`src/rtl/vga_timing_generator.sv`:
```
// VGA raster timing: prescaler, h/v counters, per-axis phase FSMs and registered
// outputs hsync/vsync/visible/blank_n/sync_n/x/y/frame_start/pixel_tick.
module vga_timing_generator #(
  parameter int H_ACTIVE = 640,
  parameter int H_FRONT  = 16,
  parameter int H_SYNC   = 96,
  parameter int H_BACK   = 48,
  parameter int V_ACTIVE = 480,
  parameter int V_FRONT  = 10,
  parameter int V_SYNC   = 2,
  parameter int V_BACK   = 33,
  parameter int CLK_DIV  = 1
) (
  input  logic        clk,
  input  logic        reset,
  output logic        pixel_tick,
  output logic        hsync,
  output logic        vsync,
  output logic        visible,
  output logic        blank_n,
  output logic        sync_n,
  output logic [10:0] x,
  output logic [9:0]  y,
  output logic        frame_start
);

  localparam int H_TOTAL = H_ACTIVE + H_FRONT + H_SYNC + H_BACK;
  localparam int V_TOTAL = V_ACTIVE + V_FRONT + V_SYNC + V_BACK;

  localparam logic [10:0] H_A_END = 11'(H_ACTIVE - 1);
  localparam logic [10:0] H_F_END = 11'(H_ACTIVE + H_FRONT - 1);
  localparam logic [10:0] H_S_END = 11'(H_ACTIVE + H_FRONT + H_SYNC - 1);
  localparam logic [10:0] H_LAST  = 11'(H_TOTAL - 1);

  localparam logic [9:0] V_A_END = 10'(V_ACTIVE - 1);
  localparam logic [9:0] V_F_END = 10'(V_ACTIVE + V_FRONT - 1);
  localparam logic [9:0] V_S_END = 10'(V_ACTIVE + V_FRONT + V_SYNC - 1);
  localparam logic [9:0] V_LAST  = 10'(V_TOTAL - 1);

  localparam logic [1:0] DIV_LAST = 2'(CLK_DIV - 1);

  typedef enum logic [1:0] {
    PH_ACTIVE = 2'd0,
    PH_FRONT  = 2'd1,
    PH_SYNC   = 2'd2,
    PH_BACK   = 2'd3
  } phase_e;

  logic [1:0]  div_q, div_d;
  logic [10:0] h_cnt_q, h_cnt_d;
  logic [9:0]  v_cnt_q, v_cnt_d;
  phase_e      h_state_q, h_state_d;
  phase_e      v_state_q, v_state_d;

  logic        tick;
  logic        line_wrap;
  logic        v_adv;

  logic        vis_q, vis_d;
  logic        hs_q, hs_d;
  logic        vs_q, vs_d;
  logic        fs_q, fs_d;
  logic        pt_q, pt_d;
  logic [10:0] x_q, x_d;
  logic [9:0]  y_q, y_d;

  assign tick      = (div_q == DIV_LAST);
  assign line_wrap = (h_cnt_q == H_LAST);
  assign v_adv     = tick && line_wrap;

  always_comb begin
    div_d = tick ? 2'd0 : div_q + 2'd1;
  end

  always_comb begin
    h_cnt_d = h_cnt_q;
    if (tick) begin
      h_cnt_d = line_wrap ? 11'd0 : h_cnt_q + 11'd1;
    end
  end

  always_comb begin
    v_cnt_d = v_cnt_q;
    if (v_adv) begin
      v_cnt_d = (v_cnt_q == V_LAST) ? 10'd0 : v_cnt_q + 10'd1;
    end
  end

  // State registers
  always_ff @(posedge clk or negedge reset) begin
    if (!reset) begin
      div_q     <= 2'd0;
      h_cnt_q   <= 11'd0;
      v_cnt_q   <= 10'd0;
      h_state_q <= PH_ACTIVE;
      v_state_q <= PH_ACTIVE;
    end else begin
      div_q     <= div_d;
      h_cnt_q   <= h_cnt_d;
      v_cnt_q   <= v_cnt_d;
      h_state_q <= h_state_d;
      v_state_q <= v_state_d;
    end
  end

  // Horizontal phase: leave a phase on the tick at its last column
  always_comb begin
    h_state_d = h_state_q;
    if (tick) begin
      unique case (h_state_q)
        PH_ACTIVE: if (h_cnt_q == H_A_END) h_state_d = PH_FRONT;
        PH_FRONT:  if (h_cnt_q == H_F_END) h_state_d = PH_SYNC;
        PH_SYNC:   if (h_cnt_q == H_S_END) h_state_d = PH_BACK;
        PH_BACK:   if (h_cnt_q == H_LAST)  h_state_d = PH_ACTIVE;
      endcase
    end
  end

  // Vertical phase: same scheme, advancing only at line wrap
  always_comb begin
    v_state_d = v_state_q;
    if (v_adv) begin
      unique case (v_state_q)
        PH_ACTIVE: if (v_cnt_q == V_A_END) v_state_d = PH_FRONT;
        PH_FRONT:  if (v_cnt_q == V_F_END) v_state_d = PH_SYNC;
        PH_SYNC:   if (v_cnt_q == V_S_END) v_state_d = PH_BACK;
        PH_BACK:   if (v_cnt_q == V_LAST)  v_state_d = PH_ACTIVE;
      endcase
    end
  end

  // Output decode from the pre-advance counters and states
  always_comb begin
    vis_d = (h_state_q == PH_ACTIVE) && (v_state_q == PH_ACTIVE);
    hs_d  = (h_state_q != PH_SYNC);
    vs_d  = (v_state_q != PH_SYNC);
    x_d   = vis_d ? h_cnt_q : 11'd0;
    y_d   = vis_d ? v_cnt_q : 10'd0;
    pt_d  = tick;
    fs_d  = vis_d && (h_cnt_q == 11'd0) && (v_cnt_q == 10'd0) && tick;
  end

  always_ff @(posedge clk or negedge reset) begin
    if (!reset) begin
      vis_q <= 1'b0;
      hs_q  <= 1'b1;
      vs_q  <= 1'b1;
      x_q   <= 11'd0;
      y_q   <= 10'd0;
      pt_q  <= 1'b0;
      fs_q  <= 1'b0;
    end else begin
      vis_q <= vis_d;
      hs_q  <= hs_d;
      vs_q  <= vs_d;
      x_q   <= x_d;
      y_q   <= y_d;
      pt_q  <= pt_d;
      fs_q  <= fs_d;
    end
  end

  assign pixel_tick  = pt_q;
  assign hsync       = hs_q;
  assign vsync       = vs_q;
  assign visible     = vis_q;
  assign blank_n     = vis_q;
  assign sync_n      = 1'b0;
  assign x           = x_q;
  assign y           = y_q;
  assign frame_start = fs_q;

endmodule

```
`config.mk`:
```
export PLATFORM = sky130hd
export DESIGN_NAME = vga_timing_generator
export DESIGN_NICKNAME = d
export VERILOG_FILES = /design/src/rtl/vga_timing_generator.sv
export SDC_FILE = /design/constraint.sdc
export NUM_CORES = 1
export LEC_CHECK = 0
export CAP_MARGIN = 40
export CORE_MARGIN = 5
export CORE_UTILIZATION = 55
export CTS_CLUSTER_DIAMETER = 50
export DETAILED_ROUTE_END_ITERATION = 10
export GPL_TIMING_DRIVEN = 0
export MAX_ROUTING_LAYER = met4
export PLACE_DENSITY = 0.86
export REMOVE_ABC_BUFFERS = 1
export SYNTH_ARGS = -nofsm -noshare
export SYNTH_HDL_FRONTEND = slang
export SYNTH_SLANG_ARGS = --single-unit
```
`constraint.sdc`:
```
create_clock -name clk -period 5 [get_ports clk]
set_input_delay 0.5 -clock clk [delete_from_list [all_inputs] [get_ports clk]]
set_output_delay 0.5 -clock clk [all_outputs]
set_load 0.02 [all_outputs]
```
==> metrics.txt, run 1 <==
# TYPE chip_impl_metric gauge
chip_impl_info{name="grt_setup_unrepaired",value="no"} 1
chip_impl_metric{name="setup_ws",unit="ns"} 2.34
chip_impl_metric{name="final-hold-violation-count",unit=""} 0
chip_impl_metric{name="placement.io_buffers",unit=""} 28
chip_impl_metric{name="core_area",unit="sq mm"} 0.00435
chip_impl_metric{name="hold-worst-slack",unit="ns"} 0.197
chip_impl_metric{name="grt_start_max_net_pins",unit=""} 29
chip_impl_metric{name="detailed_route_drc_error_count",unit=""} 0
chip_impl_metric{name="drt.antenna.violating_nets",unit=""} 0
chip_impl_metric{name="clock_tree.htree_level_count",unit=""} 2
chip_impl_metric{name="synth.ff_latch_count",unit=""} 53
chip_impl_metric{name="timing.setup.tns",unit="ns"} 0
chip_impl_metric{name="grt_pass1_wl",unit="mm"} 8.25
chip_impl_info{name="critical_path.cell_chain",value="inv_1, ha_1, nand4_1, nor3_4, o221ai_1, a2111o_1, mux2_4"} 1
chip_impl_info{name="yosysTopAreaCell",value="dfrtp_1"} 1
chip_impl_metric{name="dpl_worst_slack",unit="ns"} 2.34
chip_impl_info{name="crit_path_start_kind",value="flop"} 1
chip_impl_metric{name="worst_path_largest_cell_delay",unit="ns"} 0.44
chip_impl_metric{name="synth_compound_gate_area_share",unit=""} 0.0601
chip_impl_metric{name="cts_num_sinks",unit=""} 53
chip_impl_metric{name="irDropWorstVdd",unit="mV"} 0.131
chip_impl_metric{name="slew_headroom",unit=""} 0.543
chip_impl_metric{name="dpl.hpwl",unit="mm"} 3.22
chip_impl_metric{name="die-width",unit="um"} 77.1
chip_impl_metric{name="synthSimpleGateAreaFrac",unit=""} 0.208
chip_impl_metric{name="rr_worst_depth",unit=""} 7
chip_impl_metric{name="rows",unit=""} 24
chip_impl_info{name="crit_family",value="simple AND/OR/NAND/NOR gates"} 1
chip_impl_metric{name="yosys_warnings",unit=""} 0
chip_impl_metric{name="max_freq",unit="MHz"} 376
chip_impl_info{name="timing_worst_setup_path_type",value="flop to flop"} 1
chip_impl_metric{name="max_slew.worst_pin.slew",unit="ns"} 0.686
chip_impl_metric{name="cts.clk_slew.worst_paths",unit="ns"} 0.09
chip_impl_info{name="run_status",value="finished, final reports clean"} 1
chip_impl_metric{name="antenna_found_initial",unit=""} 0
chip_impl_metric{name="total_power",unit="mW"} 0.675
chip_impl_metric{name="dr.pass1.iters",unit=""} 4
chip_impl_metric{name="yosys-mux-area-fraction",unit=""} 0.0227
chip_impl_metric{name="timing.critical_path.required",unit="ns"} 5.20
chip_impl_metric{name="ctsHoldBuffers",unit=""} 0
chip_impl_metric{name="grt_pass1_vias",unit=""} 1729
chip_impl_metric{name="clockBufferDepth",unit=""} 2
chip_impl_metric{name="max-cap-violations",unit=""} 0
chip_impl_metric{name="avgSynthCellArea",unit="sq um"} 10.9
chip_impl_metric{name="postLayoutCoreUtil",unit=""} 0.653
chip_impl_metric{name="initialDrtViolationCount",unit=""} 227
chip_impl_info{name="cp_slowest_cell",value="nor3_4"} 1
chip_impl_metric{name="min_period",unit="ns"} 2.66
chip_impl_metric{name="synth_area_in_xor_xnor",unit=""} 0.0424
chip_impl_info{name="r2r-start",value="div_q[1]"} 1
chip_impl_metric{name="io-pin-count",unit=""} 30
chip_impl_metric{name="mappedNetlistArea",unit="sq mm"} 0.00248
chip_impl_info{name="dominant_combinational_cell_family_by_area_after_synthesis",value="simple AND/OR/NAND/NOR gates"} 1
chip_impl_info{name="hp-class",value="input pin to async pin"} 1
chip_impl_info{name="r2r-end",value="v_state_q[1]"} 1
chip_impl_metric{name="design.die.area",unit="sq mm"} 0.00594
chip_impl_metric{name="fin_skew",unit="ns"} 0.00487
chip_impl_info{name="synth.area.top_cells",value="dfrtp_1, ha_1, and3_1"} 1
chip_impl_metric{name="cts-resized-gates",unit=""} 0
chip_impl_metric{name="crit_fanout",unit=""} 12
chip_impl_metric{name="synth_adder_area_share",unit=""} 0.0758
chip_impl_metric{name="gpl.final_weighted_congestion",unit=""} 0.857
chip_impl_metric{name="ff2ff_setup_slack",unit="ns"} 2.34
chip_impl_metric{name="fin_crit_sh",unit=""} 0.532
chip_impl_metric{name="asyncSetResetFlopFracSynth",unit=""} 1.00
chip_impl_metric{name="yosysSeqAreaShare",unit=""} 0.537
chip_impl_metric{name="synth_enable_flop_cells",unit=""} 0
chip_impl_info{name="end_kind",value="flop"} 1
chip_impl_metric{name="final_nets",unit=""} 267
chip_impl_metric{name="worst_ep_arrival_time",unit="ns"} 2.86
chip_impl_metric{name="synthDominantCellAreaShare",unit=""} 0.515
chip_impl_metric{name="power.density_cell_area",unit="mW/mm^2"} 237
chip_impl_metric{name="p_leak",unit="nW"} 1.33
chip_impl_metric{name="numCtsBuffers",unit=""} 5
chip_impl_metric{name="finalSetupViolCount",unit=""} 0
chip_impl_metric{name="layout_cell_share_with_drive_strength_beyond_1",unit=""} 0.0797
chip_impl_metric{name="syn_to_final_growth",unit="%"} 14.9
chip_impl_metric{name="yosysUniqueCellTypes",unit=""} 42
chip_impl_metric{name="via_per_inst",unit=""} 5.73
chip_impl_metric{name="final_max_slew_viol_count",unit=""} 0
chip_impl_info{name="clockRootBuffer",value="clkbuf_8"} 1
chip_impl_metric{name="postCtsSetupRepairBufs",unit=""} 0
chip_impl_metric{name="grt.total_usage",unit=""} 0.175
chip_impl_metric{name="route.detailed.wl_per_inst",unit="um"} 15.2
chip_impl_metric{name="critPathBufInv",unit=""} 1
chip_impl_metric{name="num_vias",unit=""} 1736
chip_impl_info{name="ys_dominant_reg_cell",value="dfrtp_1"} 1
chip_impl_metric{name="die-height",unit="um"} 77.1
chip_impl_metric{name="n_antenna_cell",unit=""} 0
chip_impl_metric{name="synth_cells",unit=""} 227
chip_impl_info{name="cts_tree",value="yes"} 1
chip_impl_metric{name="floorplan.initialDensity",unit=""} 0.569
chip_impl_metric{name="worstSkewPairLatency",unit="ns"} 0.31
chip_impl_metric{name="globalRouteOverflowTotal",unit=""} 0
chip_impl_metric{name="routed_wl",unit="mm"} 4.62
per-stage QoR:
| stage | std cells | instance area, sq um |
|---|---|---|
| finish | 303 | 2850 |
| global route | 303 | 2850 |
| CTS | 303 | 2850 |
| detailed placement | 295 | 2760 |
| global placement | 294 | 2740 |
| floorplan | 214 | 2400 |
sequential cells by signal, summed over array words and instances, names as in the netlist, 2 cells and up:
| signal | flops |
|---|---|
| v_state_q | 2 |
| y | 10 |
| v_cnt_q | 10 |
| div_q | 2 |
| x | 11 |
| h_cnt_q | 11 |
| h_state_q | 2 |
worst max path at each step:
stage                   from      endpoint  slack, ns  cells after the start
finish              div_q[1]  v_state_q[1]       2.34                      7
global route        div_q[1]  v_state_q[1]       2.14                      7
CTS                 div_q[1]  v_state_q[1]       2.32                      7
detailed placement  div_q[1]  v_state_q[1]       2.34                      7
global placement       reset    v_cnt_q[6]       2.01                      1
floorplan           div_q[0]  v_state_q[1]       2.71                      7
worst register-to-register path: cells and delay by family (launching register included):
kind            cells  cell delay (ns)
simple gates        2             0.76
compound gates      2             0.62
flops               1             0.40
fa+ha+maj           1             0.40
mux                 1             0.32
buf+inv             1             0.07
power breakdown:
| group | internal, mW | total [mW] | switching, mW |
|---|---|---|---|
| Clock | 0.0988 | 0.236 | 0.137 |
| Combinational | 0.00184 | 0.0108 | 0.00893 |
| Sequential | 0.428 | 0.428 | 0 |
| Total | 0.529 | 0.675 | 0.146 |
cell type report:
class | instances | area, sq um
Clock buffer | 6 | 72.6
Clock inverter | 2 | 15.0
Fill cell | 347 | 1510
Inverter | 14 | 52.6
Multi-Input combinational cell | 147 | 1020
Sequential cell | 53 | 1330
Tap cell | 52 | 65.1
Timing Repair Buffer | 29 | 295
logic make-up (layout without fill, tap and decap cells):
group           Yosys count  after routing
mux                       5              5
compound gates           23             23
xor+xnor                 12             12
fa+ha+maj                15             15
buf+inv                  27             51
other cells               1              1
simple gates             91             91
flops                    53             53
metal layers:
layer | global-route usage | vias up | part of all wire
met5 | - | - | 0
met4 | 0.0756 | 0 | 0.021
met3 | 0.0363 | 9 | 0.052
met2 | 0.264 | 54 | 0.48
met1 | 0.230 | 853 | 0.44
li1 | - | 820 | -
cell usage in the layout, fill, tap and decap left out, drive strengths merged:
cell type	count
a2111o	2
a21boi	1
a21oi	2
a22o	1
a31oi	2
a32oi	1
and2	1
and3	22
buf	2
clkbuf	6
clkdlybuf4s50	27
clkinvlp	2
conb	1
dfrtp	51
dfstp	2
ha	15
inv	14
mux2	2
mux2i	3
nand2	17
nand2b	1
nand3	10
nand4	8
nand4b	1
nor2	16
nor3	8
nor3b	1
nor4	2
o21a	1
o21ai	11
o221ai	1
o31ai	1
or3	2
or4b	2
xnor2	8
xor2	4
synthesized netlist by cell type, types with 3 or more instances:
cell type   n
nor2_1     16
buf_6       3
xnor2_1     8
and3_1     21
nand4_1     7
ha_1       15
nand3_1    10
nand2_1    17
nor3_1      6
mux2i_1     3
inv_1      14
xor2_1      4
dfrtp_1    51
clkbuf_1    8
o21ai_0    10
(Power assumes the default switching activity.)
==> run 2: changes to the inputs <==
Clock period 5 ns to 2.8 ns, I/O delays scaled along.
==> metrics.txt, run 2 (synthesis gave the netlist of run 1 again) <==
# TYPE chip_impl_metric gauge
chip_impl_info{name="run_status",value="finished, final reports clean"} 1
chip_impl_metric{name="rows",unit=""} 24
chip_impl_metric{name="initialDrtViolationCount",unit=""} 199
chip_impl_metric{name="worst_ep_arrival_time",unit="ns"} 2.78
chip_impl_metric{name="design.die.area",unit="sq mm"} 0.00594
chip_impl_metric{name="route.detailed.wl_per_inst",unit="um"} 15.2
chip_impl_metric{name="rr_worst_depth",unit=""} 7
chip_impl_metric{name="placement.io_buffers",unit=""} 28
chip_impl_metric{name="globalRouteOverflowTotal",unit=""} 0
chip_impl_metric{name="grt.total_usage",unit=""} 0.177
chip_impl_metric{name="timing.critical_path.required",unit="ns"} 3.00
chip_impl_metric{name="max_slew.worst_pin.slew",unit="ns"} 0.675
chip_impl_metric{name="routed_wl",unit="mm"} 4.67
chip_impl_info{name="r2r-start",value="div_q[1]"} 1
chip_impl_metric{name="gpl.final_weighted_congestion",unit=""} 0.857
chip_impl_info{name="grt_setup_unrepaired",value="no"} 1
chip_impl_metric{name="grt_start_max_net_pins",unit=""} 29
chip_impl_info{name="end_kind",value="flop"} 1
chip_impl_metric{name="power.density_cell_area",unit="mW/mm^2"} 421
chip_impl_metric{name="num_vias",unit=""} 1761
chip_impl_metric{name="worstSkewPairLatency",unit="ns"} 0.31
chip_impl_metric{name="die-height",unit="um"} 77.1
chip_impl_metric{name="grt_pass1_vias",unit=""} 1731
chip_impl_metric{name="fin_skew",unit="ns"} 0.00373
chip_impl_metric{name="irDropWorstVdd",unit="mV"} 0.234
chip_impl_metric{name="dr.pass1.iters",unit=""} 4
chip_impl_metric{name="final_max_slew_viol_count",unit=""} 0
chip_impl_info{name="clockRootBuffer",value="clkbuf_8"} 1
chip_impl_info{name="crit_path_start",value="div_q[1]"} 1
chip_impl_metric{name="die-width",unit="um"} 77.1
chip_impl_metric{name="cts.clk_slew.worst_paths",unit="ns"} 0.09
chip_impl_metric{name="critPathBufInv",unit=""} 1
chip_impl_info{name="crit_family",value="simple AND/OR/NAND/NOR gates"} 1
chip_impl_metric{name="min_period",unit="ns"} 2.58
chip_impl_info{name="cp_slowest_cell",value="a2111o_1"} 1
chip_impl_info{name="final_common_cell",value="dfrtp_1"} 1
chip_impl_metric{name="io-pin-count",unit=""} 30
chip_impl_metric{name="drt.antenna.violating_nets",unit=""} 0
chip_impl_metric{name="crit_fanout",unit=""} 12
chip_impl_metric{name="final-hold-violation-count",unit=""} 0
chip_impl_metric{name="total_power",unit="mW"} 1.21
chip_impl_info{name="crit_path_start_kind",value="flop"} 1
chip_impl_metric{name="max-cap-violations",unit=""} 0
chip_impl_info{name="timing_worst_setup_path_type",value="flop to flop"} 1
chip_impl_metric{name="fin_crit_sh",unit=""} 0.923
chip_impl_metric{name="n_antenna_cell",unit=""} 0
chip_impl_info{name="r2r-end",value="v_state_q[1]"} 1
chip_impl_metric{name="grt_pass1_wl",unit="mm"} 8.33
chip_impl_info{name="critical_path.cell_chain",value="inv_1, ha_1, nand4_1, nor3_4, o221ai_1, a2111o_1, mux2_4"} 1
chip_impl_metric{name="numCtsBuffers",unit=""} 5
chip_impl_info{name="hp-class",value="input pin to async pin"} 1
chip_impl_metric{name="cts_num_sinks",unit=""} 53
chip_impl_metric{name="postLayoutCoreUtil",unit=""} 0.661
chip_impl_metric{name="floorplan.initialDensity",unit=""} 0.569
chip_impl_info{name="cts_tree",value="yes"} 1
chip_impl_metric{name="hold-worst-slack",unit="ns"} 0.529
chip_impl_metric{name="dpl.hpwl",unit="mm"} 3.22
chip_impl_metric{name="ff2ff_setup_slack",unit="ns"} 0.22
chip_impl_metric{name="timing.setup.tns",unit="ns"} 0
chip_impl_metric{name="max_freq",unit="MHz"} 387
chip_impl_info{name="mostFrequentLayoutCells",value="dfrtp_1, clkdlybuf4s50_1, and3_1, nand2_1, nor2_1"} 1
chip_impl_metric{name="clock_tree.htree_level_count",unit=""} 2
chip_impl_metric{name="antenna_found_initial",unit=""} 0
chip_impl_metric{name="syn_to_final_growth",unit="%"} 16.2
chip_impl_metric{name="clockBufferDepth",unit=""} 2
chip_impl_metric{name="finalSetupViolCount",unit=""} 0
chip_impl_metric{name="worst_path_largest_cell_delay",unit="ns"} 0.42
chip_impl_metric{name="p_leak",unit="nW"} 1.35
chip_impl_metric{name="slew_headroom",unit=""} 0.550
chip_impl_metric{name="detailed_route_drc_error_count",unit=""} 0
chip_impl_metric{name="layout_cell_share_with_drive_strength_beyond_1",unit=""} 0.0902
chip_impl_metric{name="final_nets",unit=""} 271
chip_impl_metric{name="core_area",unit="sq mm"} 0.00435
chip_impl_metric{name="via_per_inst",unit=""} 5.74
==> run 2: cell types whose count changed in the layout (fill, tap and decap cells not counted), sizes merged <==
cell	delta
buf	+3
dlygate4sd3	+1
==> run 2: per-stage QoR <==
stage	worst slack [ns]	cells	cell area (sq um)
final	0.216	307	2880
after global routing	0.0324	307	2880
after CTS	0.118	304	2860
after detailed placement	0.142	295	2760
after global placement	0.0293	294	2740
after floorplan	0.514	214	2400
==> run 2: worst reg2reg max path: stages (launching register included) <==
cell      delay [ns]
dfrtp_1         0.40
inv_1           0.07
ha_1            0.39
nand4_1         0.31
nor3_4          0.39
o221ai_1        0.18
a2111o_1        0.42
mux2_4          0.32
==> run 2: worst max path at each step <==
stage | to | slack [ns] | depth (start not counted)
finish | v_state_q[1] | 0.22 | 7
global placement | v_cnt_q[6] | 0.03 | 1
floorplan | v_state_q[1] | 0.51 | 7
detailed placement | v_state_q[1] | 0.14 | 7
CTS | v_state_q[1] | 0.12 | 7
global route | v_state_q[1] | 0.03 | 7
==> run 2: what timing repair did <==
action / 4_1_cts / 5_1_grt
setup endpoints to repair: 0 / 1
hold buffers: 1 / 0
buffers inserted: 0 / 3
resized for setup: 0 / 0
hold endpoints to repair: 26 / 0
==> run 2: per-layer routing <==
metal / GRT usage / routed length, um
met5: - / 0
met4: 0.0790 / 155
met3: 0.0363 / 223
met2: 0.266 / 2280
met1: 0.233 / 2010
==> run 2: cell type report <==
cell class	instances	area [sq um]
flip-flops and latches	53	1330
fillers	340	1480
clock buffers	6	72.6
inverters	14	52.6
clock inverters	2	15.0
multi-input cells	147	1020
repair buffers	33	328
well taps	52	65.1
==> run 2: power by group <==
part           switching, mW  internal [mW]  total [mW]
clock network          0.249          0.177       0.425
logic                 0.0162        0.00419      0.0204
registers                  0          0.765       0.765
total                  0.265          0.946        1.21
==> run 3: changes to the inputs <==
Settings changed: CORE_UTILIZATION 55 to 25, HOLD_SLACK_MARGIN set to 0.05, PLACE_DENSITY 0.86 to 0.49.
==> metrics.txt, run 3 (synthesis gave the netlist of run 1 again) <==
# TYPE chip_impl_metric gauge
chip_impl_metric{name="routed_wl",unit="mm"} 4.85
chip_impl_metric{name="via_per_inst",unit=""} 4.27
chip_impl_info{name="grt_most_used_layer",value="met2"} 1
chip_impl_info{name="grt_setup_unrepaired",value="no"} 1
chip_impl_metric{name="worstSkewPairLatency",unit="ns"} 0.31
chip_impl_info{name="r2r-start",value="div_q[0]"} 1
chip_impl_metric{name="max_freq",unit="MHz"} 393
chip_impl_metric{name="grt.total_usage",unit=""} 0.0927
chip_impl_metric{name="detailed_route_drc_error_count",unit=""} 0
chip_impl_metric{name="floorplan.initialDensity",unit=""} 0.255
chip_impl_metric{name="grt_util_met2",unit=""} 0.126
chip_impl_metric{name="finalSetupViolCount",unit=""} 0
chip_impl_info{name="cp_slowest_cell",value="a2111o_1"} 1
chip_impl_metric{name="fin_crit_sh",unit=""} 0.910
chip_impl_metric{name="crit_fanout",unit=""} 12
chip_impl_metric{name="core_area",unit="sq mm"} 0.00973
chip_impl_metric{name="cts.clk_slew.worst_paths",unit="ns"} 0.10
chip_impl_metric{name="numCtsBuffers",unit=""} 5
chip_impl_metric{name="die-height",unit="um"} 110
chip_impl_metric{name="globalRouteOverflowTotal",unit=""} 0
chip_impl_metric{name="route.detailed.wl_per_inst",unit="um"} 12.5
chip_impl_metric{name="clockBufferDepth",unit=""} 2
chip_impl_metric{name="groute.layer.met3.usage",unit=""} 0.0317
chip_impl_metric{name="final_nets",unit=""} 272
chip_impl_info{name="final_common_cell",value="dfrtp_1"} 1
chip_impl_metric{name="min_period",unit="ns"} 2.55
chip_impl_metric{name="num_vias",unit=""} 1660
chip_impl_metric{name="layout_cell_share_with_drive_strength_beyond_1",unit=""} 0.0977
chip_impl_metric{name="rows",unit=""} 36
chip_impl_metric{name="io-pin-count",unit=""} 30
chip_impl_info{name="crit_path_start_kind",value="flop"} 1
chip_impl_metric{name="hold-worst-slack",unit="ns"} 0.443
chip_impl_metric{name="placement.io_buffers",unit=""} 28
chip_impl_metric{name="use_met1",unit=""} 0.126
chip_impl_metric{name="grt_start_max_net_pins",unit=""} 35
chip_impl_metric{name="final_max_slew_viol_count",unit=""} 0
chip_impl_metric{name="clock_tree.htree_level_count",unit=""} 2
chip_impl_metric{name="final-hold-violation-count",unit=""} 0
chip_impl_metric{name="max_slew.worst_pin.slew",unit="ns"} 0.762
chip_impl_metric{name="power.density_cell_area",unit="mW/mm^2"} 442
chip_impl_info{name="cts_tree",value="yes"} 1
chip_impl_metric{name="fin_skew",unit="ns"} 0.00969
chip_impl_metric{name="grt_pass1_vias",unit=""} 1624
chip_impl_info{name="clockRootBuffer",value="clkbuf_8"} 1
chip_impl_metric{name="ff2ff_setup_slack",unit="ns"} 0.25
chip_impl_metric{name="die-width",unit="um"} 110
chip_impl_metric{name="slew_headroom",unit=""} 0.492
chip_impl_metric{name="timing.critical_path.required",unit="ns"} 3.00
chip_impl_metric{name="grt_pass1_wl",unit="mm"} 8.33
chip_impl_metric{name="worst_path_largest_cell_delay",unit="ns"} 0.42
chip_impl_info{name="r2r-end",value="v_state_q[1]"} 1
chip_impl_info{name="timing_worst_setup_path_type",value="flop to flop"} 1
chip_impl_metric{name="p_leak",unit="nW"} 1.38
chip_impl_metric{name="antenna_found_initial",unit=""} 0
chip_impl_metric{name="syn_to_final_growth",unit="%"} 21.9
chip_impl_info{name="critical_path.cell_chain",value="inv_1, ha_1, nand4_1, nor3_4, o221ai_1, a2111o_1, mux2_4"} 1
chip_impl_metric{name="cts-resized-gates",unit=""} 0
chip_impl_metric{name="initialDrtViolationCount",unit=""} 52
chip_impl_info{name="end_kind",value="flop"} 1
chip_impl_metric{name="worst_ep_arrival_time",unit="ns"} 2.75
chip_impl_info{name="hp-class",value="input pin to async pin"} 1
chip_impl_metric{name="gpl.final_weighted_congestion",unit=""} 0.779
chip_impl_info{name="run_status",value="finished, final reports clean"} 1
chip_impl_info{name="mostFrequentLayoutCells",value="dfrtp_1, clkdlybuf4s50_1, and3_1, nand2_1, nor2_1"} 1
chip_impl_metric{name="drt.antenna.violating_nets",unit=""} 0
chip_impl_metric{name="place_inst",unit=""} 376
chip_impl_metric{name="max-cap-violations",unit=""} 0
chip_impl_metric{name="dpl.hpwl",unit="mm"} 3.36
chip_impl_metric{name="n_antenna_cell",unit=""} 0
chip_impl_metric{name="irDropWorstVdd",unit="mV"} 0.218
chip_impl_metric{name="dr.pass1.iters",unit=""} 4
chip_impl_metric{name="design.die.area",unit="sq mm"} 0.0120
chip_impl_metric{name="cts_num_sinks",unit=""} 53
chip_impl_metric{name="finish.cell_count_without_fillers",unit=""} 389
chip_impl_metric{name="rr_worst_depth",unit=""} 7
==> run 3: cell types whose count changed in the layout (fill, tap and decap cells not counted) <==
| cell | change |
|---|---|
| buf_4 | +1 |
| bufinv_16 | +1 |
| clkbuf_1 | -1 |
| clkbuf_8 | +1 |
| clkinvlp_4 | -1 |
==> run 3: what timing repair did <==
action,4_1_cts,5_1_grt
buffers inserted,0,4
hold buffers,1,0
endpoints found under the hold margin,18,0
endpoints found under the setup margin,0,1
==> run 3: worst max-delay path, delay by kind of cell, from the launching register on <==
family                   cells  cell delay (ns)
AO/OA/AOI/OAI                2             0.59
adder cells (fa/ha/maj)      1             0.39
buffers and inverters        1             0.07
flip-flops                   1             0.37
multiplexers                 1             0.31
AND/OR/NAND/NOR              2             0.71
==> run 3: layout make-up <==
type / instances / area, sq um
fillers: 1008 / 6710
repair buffers: 34 / 335
clock inverters: 2 / 37.5
multi-input cells: 147 / 1020
inverters: 14 / 52.6
flip-flops and latches: 53 / 1330
clock buffers: 6 / 82.6
well taps: 133 / 166
==> run 3: how the worst max path moves through the flow <==
stage | from | endpoint | slack, ns | cells after the start
floorplan | div_q[0] | v_state_q[1] | 0.51 | 7
global placement | reset | v_state_q[0] | -0.18 | 1
detailed placement | div_q[0] | v_state_q[1] | 0.10 | 7
CTS | div_q[0] | v_state_q[1] | 0.07 | 7
global route | div_q[1] | v_state_q[1] | 0.05 | 7
finish | div_q[0] | v_state_q[1] | 0.25 | 7
==> run 3: routing by layer <==
layer | routed length (um) | vias to the layer above
met5 | 0 | -
li1 | - | 834
met1 | 2360 | 779
met2 | 2070 | 40
met4 | 86 | 0
met3 | 337 | 7
==> run 3: power breakdown <==
| group | internal (mW) | total [mW] | switching (mW) |
|---|---|---|---|
| registers | 0.765 | 0.765 | 0 |
| clock network | 0.291 | 0.548 | 0.257 |
| logic | 0.00422 | 0.0204 | 0.0162 |
==> run 3: per-stage QoR <==
| step | setup WS [ns] | total power, mW | TNS (ns) | instance area [sq um] | util |
|---|---|---|---|---|---|
| after floorplan | 0.514 | 0.781 | 0 | 2400 | - |
| after global placement | -0.183 | 0.798 | -9.16 | 2840 | 0.292 |
| after detailed placement | 0.105 | 0.801 | 0 | 2860 | 0.294 |
| after CTS | 0.0736 | 1.36 | 0 | 2990 | 0.307 |
| after global routing | 0.0492 | 1.40 | 0 | 3020 | 0.310 |
| final | 0.253 | 1.33 | 0 | 3020 | 0.310 |
